$ cat config.mk
export PLATFORM = sky130hd
export DESIGN_NAME = bcd_seg7_scanner
export DESIGN_NICKNAME = d
export VERILOG_FILES = /design/src/rtl/disp_pkg.sv /design/src/rtl/bcd_to_seg7.sv /design/src/rtl/bcd_seg7_scanner.sv
export SDC_FILE = /design/constraint.sdc
export NUM_CORES = 1
export LEC_CHECK = 0
export BUFFER_PORTS_ARGS = -buffer_cell sky130_fd_sc_hd__buf_4
export CORE_ASPECT_RATIO = 0.75
export CORE_MARGIN = 2
export CORE_UTILIZATION = 40
export DETAILED_ROUTE_END_ITERATION = 7
export PLACE_DENSITY = 0.71
export SLEW_MARGIN = 20
export SYNTH_ARGS = -nofsm -noshare
export SYNTH_HDL_FRONTEND = slang
export SYNTH_SLANG_ARGS = --single-unit
$ cat constraint.sdc
create_clock -name clk -period 1.7 [get_ports clk]
set_input_delay 0.34 -clock clk [delete_from_list [all_inputs] [get_ports clk]]
set_output_delay 0.34 -clock clk [all_outputs]
set_load 0.1 [all_outputs]
$ cat src/rtl/disp_pkg.sv
// Shared constants and slot typedef for the BCD heading 7-segment scanner.
// Segment patterns are {g,f,e,d,c,b,a}, active-high.
package disp_pkg;

    localparam logic [6:0] SEG_0    = 7'h3F;
    localparam logic [6:0] SEG_1    = 7'h06;
    localparam logic [6:0] SEG_2    = 7'h5B;
    localparam logic [6:0] SEG_3    = 7'h4F;
    localparam logic [6:0] SEG_4    = 7'h66;
    localparam logic [6:0] SEG_5    = 7'h6D;
    localparam logic [6:0] SEG_6    = 7'h7D;
    localparam logic [6:0] SEG_7    = 7'h07;
    localparam logic [6:0] SEG_8    = 7'h7F;
    localparam logic [6:0] SEG_9    = 7'h6F;
    localparam logic [6:0] SEG_DASH = 7'h40;
    localparam logic [6:0] SEG_DEG  = 7'h63;
    localparam logic [6:0] SEG_OFF  = 7'h00;

    localparam logic [3:0] AN_OFF   = 4'b1111;

    typedef enum logic [1:0] {
        SLOT_ONES = 2'd0,
        SLOT_TENS = 2'd1,
        SLOT_HUND = 2'd2,
        SLOT_DEG  = 2'd3
    } slot_e;

endpackage

$ cat src/rtl/bcd_to_seg7.sv
// Combinational BCD nibble to 7-segment decoder; non-BCD codes show a dash.
module bcd_to_seg7
    import disp_pkg::*;
(
    input  logic [3:0] i_bcd,
    output logic [6:0] o_seg
);

    always_comb begin
        o_seg = SEG_DASH;
        case (i_bcd)
            4'd0:    o_seg = SEG_0;
            4'd1:    o_seg = SEG_1;
            4'd2:    o_seg = SEG_2;
            4'd3:    o_seg = SEG_3;
            4'd4:    o_seg = SEG_4;
            4'd5:    o_seg = SEG_5;
            4'd6:    o_seg = SEG_6;
            4'd7:    o_seg = SEG_7;
            4'd8:    o_seg = SEG_8;
            4'd9:    o_seg = SEG_9;
            default: o_seg = SEG_DASH;
        endcase
    end

endmodule

$ cat src/rtl/bcd_seg7_scanner.sv
// Latches a 3-digit BCD heading and scans it onto a 4-digit common-anode display.
// Optional leading-zero blanking is enabled by defining DISP_LZB_EN.
module bcd_seg7_scanner
    import disp_pkg::*;
#(
    parameter int unsigned SCAN_DIV  = 50000,
    parameter int unsigned BLANK_CYC = 8
) (
    input  logic       clk,
    input  logic       rst_n,
    input  logic       load,
    input  logic [3:0] bcd_ones,
    input  logic [3:0] bcd_tens,
    input  logic [3:0] bcd_hund,
    output logic [6:0] seg,
    output logic [3:0] an,
    output logic       frame_tick
);

    localparam int unsigned     CNT_W     = (SCAN_DIV > 1) ? $clog2(SCAN_DIV) : 1;
    localparam logic [CNT_W-1:0] CNT_MAX   = CNT_W'(SCAN_DIV - 1);
    localparam logic [CNT_W-1:0] BLANK_LIM = CNT_W'(BLANK_CYC);

    logic [CNT_W-1:0] r_cnt;
    slot_e            r_idx;
    logic [3:0]       r_ones;
    logic [3:0]       r_tens;
    logic [3:0]       r_hund;
    logic [6:0]       r_seg;
    logic [3:0]       r_an;
    logic             r_frame_tick;

    logic             w_slot_end;
    logic [3:0]       w_nib;
    logic [6:0]       w_dec;
    logic [6:0]       w_slot_seg;
    logic             w_lzb;
    logic             w_dark;

    assign w_slot_end = (r_cnt == CNT_MAX);

    always_comb begin
        w_nib = r_ones;
        unique case (r_idx)
            SLOT_ONES: w_nib = r_ones;
            SLOT_TENS: w_nib = r_tens;
            SLOT_HUND: w_nib = r_hund;
            SLOT_DEG:  w_nib = r_ones;
            default:   w_nib = r_ones;
        endcase
    end

    bcd_to_seg7 u_dec (
        .i_bcd (w_nib),
        .o_seg (w_dec)
    );

    assign w_slot_seg = (r_idx == SLOT_DEG) ? SEG_DEG : w_dec;

`ifdef DISP_LZB_EN
    // Tens is only a leading zero when hundreds is also zero.
    assign w_lzb = ((r_idx == SLOT_HUND) && (r_hund == 4'd0)) ||
                   ((r_idx == SLOT_TENS) && (r_hund == 4'd0) && (r_tens == 4'd0));
`else
    assign w_lzb = 1'b0;
`endif

    assign w_dark = (r_cnt < BLANK_LIM) || w_lzb;

    always_ff @(posedge clk or negedge rst_n) begin
        if (!rst_n) begin
            r_cnt        <= '0;
            r_idx        <= SLOT_ONES;
            r_frame_tick <= 1'b0;
        end else begin
            r_frame_tick <= w_slot_end && (r_idx == SLOT_DEG);
            if (w_slot_end) begin
                r_cnt <= '0;
                r_idx <= slot_e'(r_idx + 2'd1);
            end else begin
                r_cnt <= r_cnt + 1'b1;
            end
        end
    end

    always_ff @(posedge clk or negedge rst_n) begin
        if (!rst_n) begin
            r_ones <= 4'd0;
            r_tens <= 4'd0;
            r_hund <= 4'd0;
        end else if (load) begin
            r_ones <= bcd_ones;
            r_tens <= bcd_tens;
            r_hund <= bcd_hund;
        end
    end

    always_ff @(posedge clk or negedge rst_n) begin
        if (!rst_n) begin
            r_seg <= SEG_OFF;
            r_an  <= AN_OFF;
        end else if (w_dark) begin
            r_seg <= SEG_OFF;
            r_an  <= AN_OFF;
        end else begin
            r_seg <= w_slot_seg;
            r_an  <= ~(4'b0001 << r_idx);
        end
    end

    assign seg        = r_seg;
    assign an         = r_an;
    assign frame_tick = r_frame_tick;

endmodule

# Word-level counts from Yosys, hierarchy flattened
# Memory sizes are Yosys's and may differ from the RTL's.
# Cells that the tools add are included.
# Widths: inputs -> output; s select.
classes:
  n_bitwise: 1
  reduce_logical: 3
  eq_ne: 4
  n_shift: 1
  n_addsub: 2
  magnitude_cmp: 1
  muxes: 5
ops:
  columns: ["op", "n"]
  rows:
  - ["$add 16x1->16 const B", 1]
  - ["$eq 16x16->1 const B", 1]
  - ["$lt 16x4->1 const B", 1]
  - ["$mux 16", 1]
  - ["$mux 7", 2]
  - ["$pmux 4 s3", 1]
  - ["$eq 2x2->1 const B", 2]
  - ["$mux 4", 1]
  - ["$not 4->4", 1]
  - ["$shl 1x2->4 const A", 1]
  - ["$add 2x1->2 const B", 1]
  - ["$eq 2x1->1 const B", 1]
  - ["$logic_not 2->1", 1]
  - ["$reduce_or 2->1", 1]
  - ["$logic_and 1x1->1", 1]
word_totals:
  ff_bits: 42
  memories: 1
  word_cells: 26
  inputBits: 15
  output_inout_bits: 12
  rom_bits: 112
memory_table:
  columns: ["memory", "words", "word_bits", "read_ports", "rd_clocked_by_memory_dff", "wr", "line", "source"]
  rows:
  - ["(name not given)", 16, 7, 1, 0, 0, "bcd_to_seg7.sv:11", "case (i_bcd)"]

# Longest topological paths before layout
# Gate-level depths: netlist of the first run.
# An unclocked memory read counts as a cell.
depth:
  word_depth: 6
  depth_mapped: 9
  ltp_nobuf: 9

# Modules after synthesis
# Synthesis of the first run repeated with hierarchy kept, for this count alone.
hier_totals:
  hier_cells: 184
  area_unflattened_um2: 2053.2
modules_own_cells:
  columns: ["module", "seq_area_each_um2", "area_per_inst_um2", "cells_per_inst", "n_inst"]
  rows:
  - ["bcd_seg7_scanner", 1056.0, 1828.0, 155, 1]
  - ["bcd_to_seg7", 0.0, 225.2, 29, 1]

# Worst setup path after synthesis of the first run
# OpenSTA, ideal clock, no wires.
synth_path:
  path_kind: "reg2reg"
  startpoint: "register r_idx[0]"
  endpoint: "register r_seg[5], in the netlist seg[5]"
  synth_period_minus_slack_ns: 1.923
  path_slack_ns: -0.223
  path_buffers: 0
  path_stages_with_launch: 10
  setup_ns: 0.139
  required_time_ns: 1.561
  t_arrival_ns: 1.784
  cell_sequence: "dfrtp_1 > inv_1 > ha_1 > nand2b_1 > a31oi_1 > inv_1 > ha_1 > nand3b_1 > a31oi_1 > a31oi_1"
synth_between:
  elab_chain_len: 6
  elab_cells_between_ends: 9
  cone_classes: "eq/ne (3); mux (3); reduce/logical (2); memory (1)"
synth_rtl:
  columns: ["item", "line", "source"]
  rows:
  - ["from (decl)", "bcd_seg7_scanner.sv:25", "slot_e r_idx;"]
  - ["from (signal assigned)", "bcd_seg7_scanner.sv:79", "r_idx <= slot_e'(r_idx + 2'd1);"]
  - ["$eq 2x2->1 or $logic_not 2->1 (tied branches)", "bcd_seg7_scanner.sv:44, bcd_seg7_scanner.sv:58", null]
  - ["$reduce_or 2->1 (no line)", null, null]
  - ["$pmux 4 s3", "bcd_seg7_scanner.sv:44", "unique case (r_idx)"]
  - ["$mem_v2 16x7", null, null]
  - ["$mux 7 (*)", "bcd_seg7_scanner.sv:58", "assign w_slot_seg = (r_idx == SLOT_DEG) ? SEG_DEG : w_dec;"]
  - ["$mux 7 (*)", "bcd_seg7_scanner.sv:102", "end else if (w_dark) begin"]
  - ["to (signal assigned)", "bcd_seg7_scanner.sv:106", "r_seg <= w_slot_seg;"]
  - ["to (decl)", "bcd_seg7_scanner.sv:29", "logic [6:0] r_seg;"]
# Every way passes the cells marked *; elsewhere a longest branch is shown, timed or not.
# A chain may end at the register's enable or synchronous reset.

# Final worst setup path of the first run
layout_path:
  startpoint: "register r_idx[1]"
  endpoint: "register r_seg[6], in the netlist seg[6]"
# Same word-level chain as after synthesis.

==> summary.md, run 1 <==
| Metric | Value |
|---|---|
| Status | finished with violations |
| Failing checks | setup timing |
| Crit path kind | register to register |
| Dpl cell area | 2440 sq um |
| Worst-path clk slew | ~0.080 ns |
| Initial Util | 0.408 |
| FF-to-FF End | seg[6] |
| Worst clock skew | ~0.0067 ns |
| Leakage power figure | 1.19 nW |
| Syn avg cell area | 11.4 sq um |
| DIE HEIGHT | about 65 microns |
| Maximum vdd ir drop | between 500 and 600 uV |
| Via density | just over 5 |
| Non-Filler Instances | around 290 |
| Max-Cap Viols | 0 |
| Number of library cell types mapped by synthesis | 33 |
| Rel. slew slack | 0.636 |
| WP data required | about 1.9 ns |
| Arrival time at the worst endpoint | roughly 2.0 ns |
| Worst R2R Setup Slack | -0.15 ns |
| CP Max Fanout | 5 |
| Top post-synthesis cells by count | 38 x dfrtp_1, 16 x nand2_1, 13 x mux2_2 |
| Seq/Total Area, Yosys | 0.538 |
| Synth warn | 0 |
| H-tree depth | 2 |
| Clock Tree Root | clkbuf_8 |
| Cell Pwr Density | slightly above 800 nW/um^2 |
| Vias | approximately 1.5k |
| ANT nets after route | 0 |
| FF+latch count, synth | 42 |
| Setup Total Neg Slack | -0.882 ns |
| Clock latency on the worst-skew pair | 0.29 ns |
| Port Buffers | 26 |
| CORE AREA | ~4800 sq um |
| Largest net degree at the start of global routing | 43 |
| Crit path from | r_idx[1] |
| Die Wd | around 85 microns |
| Initial DRC Count | 42 |
| Placer Congestion | between 0.8 and 0.9 |
| Post-synth EDFFs | 0 |
| Slew @ Worst Pin | approximately 0.55 ns |
| Vias in the first global route | roughly 1.5k |
| Most common cell in the netlist | dfrtp_1 |
| Detailed-route wire length | between 4000 and 5000 microns |
| Worst setup EP type | register |
| Synth area leaders | dfrtp_1 48%, mux2_2 7.5%, dfstp_2 5.4% |
| Worst setup margin | -0.148 ns |
| Layout Nets | roughly 250 |
| Top_reg_cell synth | dfrtp_1 |
| Final hold violation count | 0 |
| Synth top area share | 0.484 |
| GRT overflow | 0 |
| Syn Inst Count | roughly 170 |
| F_max | ~540 MHz |
| Unrepaired setup endpoints after global routing | yes |
| Syn nets | 195 |
| Reg2Reg Depth | 7 |
| First-pass GRT wire length | between 7000 and 8000 microns |
| Number of CTS-inserted buffers | 5 |
| CTS tree | done |
| Pre-CTS setup slack | -0.201 ns |
| Antenna diodes | 0 |
| Antenna violations before repair | 0 |
| Startpoint Class | register |
| HP Class | input pin to async pin |
| Post-route cell area | about 2700 sq um |
| Final min period | approximately 1.8 ns |
| Post-route DRC violation count | 0 |
| Placed Cells | 272 |
| R2r startpoint | r_idx[1] |
| Routed WL per cell | between 10 and 15 microns |
| Clock buffer depth | 2 |
| Final worst path period share | 1.09 |
| Area leader, netlist | dfrtp_1 |
| Hold Buf Count CTS | 0 |
| Area delta synth->final | 38.0% |
| # clock sinks | 42 |
| Final setup vio count | 18 |
| Pre-antenna DRT Iters | 4 |
| Layout cells sized above 1 | 0.480 |
| FFs w/ async S/R, synth | 1.00 |
| Util after Layout | 0.563 |
| Hpwl dp | a little under 3000 microns |
| Total GRT Usage | 0.166 |
| Ports | 27 |
| Rows | 22 |
| Die area | 5490 sq um |
| Post-synthesis cell area | 1960 sq um |
| Slew Viols, Final | 0 |
[cell type report]
| cell class | instances | area (sq um) |
|---|---|---|
| Clock inverter | 1 | 5.00 |
| Clock buffer | 7 | 86.3 |
| Sequential cell | 42 | 1060 |
| Fill cell | 408 | 2110 |
| Inverter | 5 | 18.8 |
| Multi-Input combinational cell | 122 | 1070 |
| Tap cell | 60 | 75.1 |
| Timing Repair Buffer | 50 | 400 |
[critical path, cell delays in order, from the launching register on]
cell	delay (ns)
dfrtp_1	0.41
inv_2	0.10
ha_4	0.22
nand2b_4	0.14
a31o_4	0.26
or3_4	0.40
a21oi_2	0.12
a31oi_1	0.06
[stage by stage]
stage          total power [mW]  hold slack (ns)
2_1_floorplan              1.44           0.0444
3_3_place_gp               1.56            0.358
3_5_place_dp               1.57            0.362
4_1_cts                    2.25           0.0436
5_1_grt                    2.32           0.0624
6_report                   2.23           0.0280
[worst max-delay path by stage]
stage               endpoint  slack [ns]
floorplan             seg[5]       -0.09
global placement      seg[6]       -0.16
detailed placement    seg[6]       -0.20
CTS                   seg[6]       -0.17
global route          seg[1]       -0.22
finish                seg[6]       -0.15
[cell usage in the layout, fill, tap and decap left out, types with 5 or more instances in the layout]
cell / instances
buf_4: 48
dfrtp_1: 38
nand2_1: 16
mux2_2: 12
xnor2_1: 7
nand3_1: 6
xor2_1: 6
nor2_4: 6
clkbuf_8: 6
a31oi_1: 5
[power by group]
part	internal [mW]	switching, mW	leakage, nW	total, mW
sequential	1.05	0.0292	0.514	1.08
combinational	0.160	0.319	0.627	0.479
clock	0.328	0.336	0.0482	0.664
total	1.54	0.685	1.19	2.23
[metal layers]
layer / GRT usage / vias to the layer above / wire (microns)
met5: 0 / - / 0
met2: 0.259 / 25 / 2050
met1: 0.244 / 730 / 2090
met4: 0.0298 / 0 / 0
li1: - / 706 / -
met3: 0.0344 / 0 / 144
[kinds of logic (layout without fill, tap and decap cells)]
logic type                 count (synthesis)  in the layout  share of synthesized area
AOI/OAI and AO/OA                         20             20                     0.0643
xor gates and xnor gates                  14             14                     0.0624
and+or+nand+nor                           66             66                      0.186
adders and majority gates                  8              8                     0.0510
DFF                                       42             42                      0.538
buffers and inverters                      8             63                     0.0191
muxes                                     14             14                     0.0796
[registers in the layout, summed over array words and instances (netlist names)]
| name | flops |
|---|---|
| an | 4 |
| frame_tick | 1 |
| r_cnt | 16 |
| r_hund | 4 |
| r_idx | 2 |
| r_ones | 4 |
| r_tens | 4 |
| seg | 7 |
[repair_timing]
item,CTS,global route
endpoints found under the hold margin,0,0
setup buffers,5,2
pin swaps,3,7
endpoints found under the setup margin,22,23
gates cloned,1,0
gates resized for setup,9,22
No activity file was read; power rests on OpenSTA's default activity.
==> inputs of run 2 (changes only) <==
Settings changed: CORE_UTILIZATION 40 to 50, PLACE_DENSITY 0.71 to 0.84.
==> run 2 against run 1 <==
The flow still finishes with violations (setup timing). Final area rose by 1.2%. Via count rose by 3.8%. Power rose by 13%. Flip-flop and latch count is the same. Register-to-register slack got worse by 0.04 ns. Combinational power increased by 4%. First-iteration DRC count grew 90%. Largest power group unchanged.
==> summary.md, run 2 (synthesized netlist as in run 1, its figures left out) <==
| Metric | Value |
|---|---|
| Dpl cell area | 2440 sq um (-0.10%) |
| Final hold violation count | 0 (unchanged) |
| Rel. slew slack | 0.663 (+0.0263) |
| Hpwl dp | 3040 microns (+3.9%) |
| Total GRT Usage | 0.218 (+0.0514) |
| Crit path kind | register to register |
| Commonest non-fill, non-tap cells in the layout | 47 x buf_4, 38 x dfrtp_1, 16 x nand2_1, 12 x mux2_2, 7 x xnor2_1 |
| Slew @ Worst Pin | 0.506 ns (-0.0395 ns) |
| H-tree depth | 2 (unchanged) |
| CTS tree | done |
| Util after Layout | 0.740 (+0.177) |
| Multi-input combinational cell area | 1060 sq um (-0.35%) |
| FF-to-FF End | seg[5] |
| Failing checks | setup timing |
| Worst-path clk slew | 0.08 ns (about the same) |
| Detailed-route wire length | 4310 microns (+0.68%) |
| F_max | 530 MHz (-2.0%) |
| Arrival time at the worst endpoint | 2.06 ns (+0.06 ns) |
| Final min period | 1.89 ns (+0.0376 ns) |
| Overall Power | 2.52 mW (+13%) |
| WP data required | 1.87 ns (about the same) |
| Final setup vio count | 21 (+3) |
| Placed Cells | 265 (-2.6%) |
| Setup Total Neg Slack | -1.35 ns (-0.465 ns) |
| Layout cells sized above 1 | 0.487 (+0.00667) |
| Non-Filler Instances | 280 (-2.4%) |
| Vias | 1516 (+3.8%) |
| Post-route DRC violation count | 0 (unchanged) |
| # clock sinks | 42 (unchanged) |
| Port Buffers | 26 (unchanged) |
| Worst setup margin | -0.185 ns (-0.0376 ns) |
| Number of CTS-inserted buffers | 5 (unchanged) |
| Most common cell after layout, fill and taps aside | buf_4 |
| Rows | 19 (-14%) |
| Final worst path period share | 1.11 (+0.0221) |
| Leakage power figure | 1.21 nW (+1.4%) |
| Antenna violations before repair | 0 (unchanged) |
| Fillers | 262 (-36%) |
| Routed WL per cell | 15.4 microns (+3.2%) |
| Clock Tree Root | clkbuf_8 |
| CORE AREA | 3710 sq um (-23%) |
| Hold Buf Count CTS | 0 (unchanged) |
| Unrepaired setup endpoints after global routing | yes |
| Top reg by flops | r_cnt |
| Status | finished with violations |
| Pre-antenna DRT Iters | 4 (unchanged) |
| Max FFs per register | 16 (unchanged) |
| Area delta synth->final | 39.7% |
| Layout Nets | 250 (+0.40%) |
| Slew Viols, Final | 0 (unchanged) |
| Vias in the first global route | 1545 (+2.6%) |
| Reg2Reg Depth | 7 (unchanged) |
| Die area | 4450 sq um (-19%) |
| ANT nets after route | 0 (unchanged) |
| HP Class | input pin to async pin |
| Initial DRC Count | 80 (+90%) |
| CP Max Fanout | 5 (unchanged) |
| Cell Pwr Density | 918 nW/um^2 (+12%) |
| Post-route cell area | 2740 sq um (+1.2%) |
| First-pass GRT wire length | 7280 microns (+0.47%) |
| Reg area | 1060 sq um (unchanged) |
| Initial Util | 0.530 (+0.122) |
| R2r startpoint | r_idx[1] |
| Placer Congestion | 0.803 (-3.9%) |
| Pre-CTS setup slack | -0.195 ns (+0.00584 ns) |
| Clock buffer depth | 2 (unchanged) |
| Startpoint Class | register |
| Worst R2R Setup Slack | -0.19 ns (-0.04 ns) |
| Worst hold margin | 0.0117 ns (-0.0163 ns) |
| Ports | 27 (unchanged) |
| Max-Cap Viols | 0 (unchanged) |
| Antenna diodes | 0 (unchanged) |
| Largest net degree at the start of global routing | 43 (unchanged) |
| Via density | 5.41 (+6.4%) |
| DIE HEIGHT | 58.3 microns (-9.9%) |
| GRT overflow | 0 (unchanged) |
| Die Wd | 76.4 microns (-10%) |
| Maximum vdd ir drop | 575 uV (+1.5%) |
| Worst setup EP type | register |
| Clock latency on the worst-skew pair | 0.30 ns (about the same) |
| Worst clock skew | 0.00596 ns (-0.000705 ns) |
==> run 2: cell types whose count changed in the layout (fill, tap and decap cells not counted), moves of 2 or more <==
cell	previous run	this run
buf_12	2	0
buf_6	0	3
bufinv_16	0	2
nor2_2	2	5
nor2_4	6	2
==> run 2: layer usage <==
layer  vias up  GRT usage  wire length, microns
met1       772      0.292                  2060
li1        709          -                     -
met5         -          0                     0
met4         0     0.0857                    59
met2        29      0.348                  2030
met3         6     0.0545                   168
==> run 2: worst max-delay path, cell delays in order, from the launching register on <==
cell,delay [ns]
dfrtp_1,0.40
inv_2,0.10
ha_4,0.23
nand2b_4,0.15
a31o_4,0.24
or3_4,0.41
a31oi_4,0.16
a31oi_1,0.06
==> run 2: repair_timing <==
item	CTS	global route
endpoints found under the setup margin	17	24
pin swaps	10	8
buffers inserted	5	2
resized for setup	11	19
==> run 2: report_power, final <==
| part | internal (mW) | total (mW) | leakage (nW) | switching, mW |
|---|---|---|---|---|
| registers | 1.05 | 1.09 | 0.514 | 0.0336 |
| logic | 0.170 | 0.496 | 0.623 | 0.326 |
| clock network | 0.588 | 0.935 | 0.0683 | 0.347 |
==> run 2: worst max path at each step <==
| stage | slack (ns) | depth (start not counted) | from | to |
|---|---|---|---|---|
| after floorplan | -0.09 | 7 | r_idx[0] | seg[5] |
| after global placement | -0.13 | 7 | r_idx[0] | seg[5] |
| after detailed placement | -0.20 | 7 | r_idx[1] | seg[5] |
| after CTS | -0.17 | 7 | r_idx[0] | seg[5] |
| after global routing | -0.26 | 8 | r_idx[0] | seg[5] |
| final | -0.19 | 7 | r_idx[1] | seg[5] |
==> run 2: area by class of cell <==
cell class,instances,share of cell area
inverter,5,0.00684
clock buffer,5,0.0251
sequential,42,0.385
multi-input combinational,122,0.388
timing repair buffer,51,0.146
clock inverter,3,0.0251
tap,52,0.0237
==> inputs of run 3 (changes only) <==
Settings changed: PLACE_DENSITY 0.84 to 0.81.
Clock period 1.7 ns to 2.1 ns, I/O delays scaled along.
==> run 3 against run 2 <==
The run now ends clean. Highest routed layer unchanged. Largest power group unchanged. Power is 26% lower. First-iteration DRC count is 33% lower. Final area is 12% lower.
==> summary.md, run 3 (synthesized netlist as in run 1, its figures left out) <==
| Metric | Value |
|---|---|
| CP Max Fanout | 5 (unchanged) |
| Clock latency on the worst-skew pair | 0.30 ns (about the same) |
| Rel. slew slack | 0.625 (-0.0379) |
| Routed WL per cell | 15.0 microns (-3.0%) |
| WP data required | 2.23 ns (+0.36 ns) |
| Clock buffer depth | 2 (unchanged) |
| Util after Layout | 0.650 (-0.0897) |
| Initial DRC Count | 54 (-33%) |
| Clock Tree Root | clkbuf_8 |
| Worst hold margin | 0.0982 ns (+0.0865 ns) |
| Slew Viols, Final | 0 (unchanged) |
| CTS tree | done |
| Total GRT Usage | 0.198 (-0.0202) |
| Arrival time at the worst endpoint | 2.14 ns (+0.08 ns) |
| GRT overflow | 0 (unchanged) |
| Via density | 5.25 (-2.9%) |
| Maximum vdd ir drop | 401 uV (-30%) |
| Vias in the first global route | 1397 (-9.6%) |
| Final min period | 2.01 ns (+0.125 ns) |
| Die Wd | 76.4 microns (unchanged) |
| # clock sinks | 42 (unchanged) |
| ANT nets after route | 0 (unchanged) |
| Fillers | 298 (+14%) |
| Number of CTS-inserted buffers | 5 (unchanged) |
| Cell Pwr Density | 768 nW/um^2 (-16%) |
| Ports | 27 (unchanged) |
| Largest net degree at the start of global routing | 43 (unchanged) |
| Area delta synth->final | 22.7% |
| Commonest non-fill, non-tap cells in the layout | 38 x dfrtp_1, 34 x buf_4, 16 x nand2_1, 13 x mux2_2, 11 x nor2_1 |
| Pre-antenna DRT Iters | 4 (unchanged) |
| Post-route DRC violation count | 0 (unchanged) |
| DIE HEIGHT | 58.3 microns (unchanged) |
| Status | completed |
| CORE AREA | 3710 sq um (unchanged) |
| Worst-path clk slew | 0.08 ns (about the same) |
| Placer Congestion | 0.811 (+1.0%) |
| Startpoint Class | register |
| HP Class | input pin to async pin |
| H-tree depth | 2 (unchanged) |
| F_max | 497 MHz (-6.2%) |
| Rows | 19 (unchanged) |
| Most common cell after layout, fill and taps aside | dfrtp_1 |
| Port Buffers | 26 (unchanged) |
| Leakage power figure | 1.09 nW (-9.6%) |
| Antenna violations before repair | 0 (unchanged) |
| Hpwl dp | 2770 microns (-8.7%) |
| Detailed-route wire length | 3930 microns (-8.9%) |
| Crit path kind | register to register |
| Final worst path period share | 0.957 (-0.152) |
| Slew @ Worst Pin | 0.558 ns (+0.0518 ns) |
| Worst setup EP type | register |
| Top reg by flops | r_cnt |
| Initial Util | 0.530 (unchanged) |
| Layout Nets | 233 (-6.8%) |
| Placed Cells | 252 (-4.9%) |
| Non-Filler Instances | 263 (-6.1%) |
| Max FFs per register | 16 (unchanged) |
| Max-Cap Viols | 0 (unchanged) |
| First-pass GRT wire length | 6730 microns (-7.5%) |
| Vias | 1382 (-8.8%) |
| Worst clock skew | 0.0128 ns (+0.00689 ns) |
| Layout cells sized above 1 | 0.336 (-0.150) |
| Antenna diodes | 0 (unchanged) |
| Final hold violation count | 0 (unchanged) |
| Die area | 4450 sq um (unchanged) |
| Final setup vio count | 0 (-100%) |
| Hold Buf Count CTS | 0 (unchanged) |
[run 3: cell types whose count changed in the layout (fill, tap and decap cells not counted), moves of 3 or more]
cell,previous run,this run
buf_4,47,34
nor2_1,4,11
nor2_2,5,0
nand2b_1,1,5
nand2b_4,4,0
a31o_2,0,3
a31o_4,3,0
buf_6,3,0
ha_1,3,6
[run 3: final timing paths]
kind,start,end,slack [ns],depth (start not counted)
worst max-delay path,r_idx[0],seg[5],0.09,8
worst min-delay path,rst_n,r_cnt[1],0.1,1
worst max register to register,r_idx[0],seg[5],0.09,8
worst min register to register,r_cnt[0],r_cnt[0],0.47,1
max in group asynchronous,rst_n,an[3],1.63,1
min in group clk,bcd_ones[2],r_ones[2],0.36,2
[run 3: critical path: stages (launching register included)]
cell,delay [ns]
dfrtp_1,0.42
inv_2,0.11
ha_4,0.22
nand2b_1,0.17
a31oi_4,0.19
inv_2,0.08
or3_1,0.40
a31oi_2,0.19
a31oi_1,0.08
[run 3: what timing repair did]
action | in CTS | in global routing
setup buffers | 2 | 1
gates cloned | 0 | 0
resized for setup | 2 | 6
pin swaps | 0 | 2
endpoints found under the setup margin | 3 | 3
[run 3: per-layer routing]
layer | wire (microns) | GRT usage | up-vias
met3 | 156 | 0.0452 | 5
met1 | 1960 | 0.276 | 667
met4 | 49 | 0.0753 | 0
li1 | - | - | 679
met5 | 0 | 0 | -
met2 | 1760 | 0.307 | 31
[run 3: metrics by stage]
step / power, mW / TNS [ns] / area, sq um / setup slack [ns]
after floorplan: 1.14 / 0 / 1960 / 0.177
after global placement: 1.23 / 0 / 2240 / 0.0905
after detailed placement: 1.24 / -0.0904 / 2240 / -0.0744
after CTS: 1.86 / 0 / 2370 / 0.0142
after global routing: 1.93 / -0.000205 / 2410 / -0.000205
final: 1.85 / 0 / 2410 / 0.0894
[run 3: cell type report]
cell class / count / area [sq um] / share of cell area
flip-flops and latches: 42 / 1060 / 0.438
multi-input cells: 122 / 907 / 0.376
repair buffers: 34 / 255 / 0.106
clock buffers: 5 / 68.8 / 0.0285
well taps: 52 / 65.1 / 0.0270
clock inverters: 3 / 40.0 / 0.0166
inverters: 5 / 18.8 / 0.00778
[run 3: power by group]
part           internal (mW)  switching (mW)
Clock                  0.350           0.269
Combinational          0.104           0.250
Sequential             0.854          0.0247
Total                   1.31           0.544
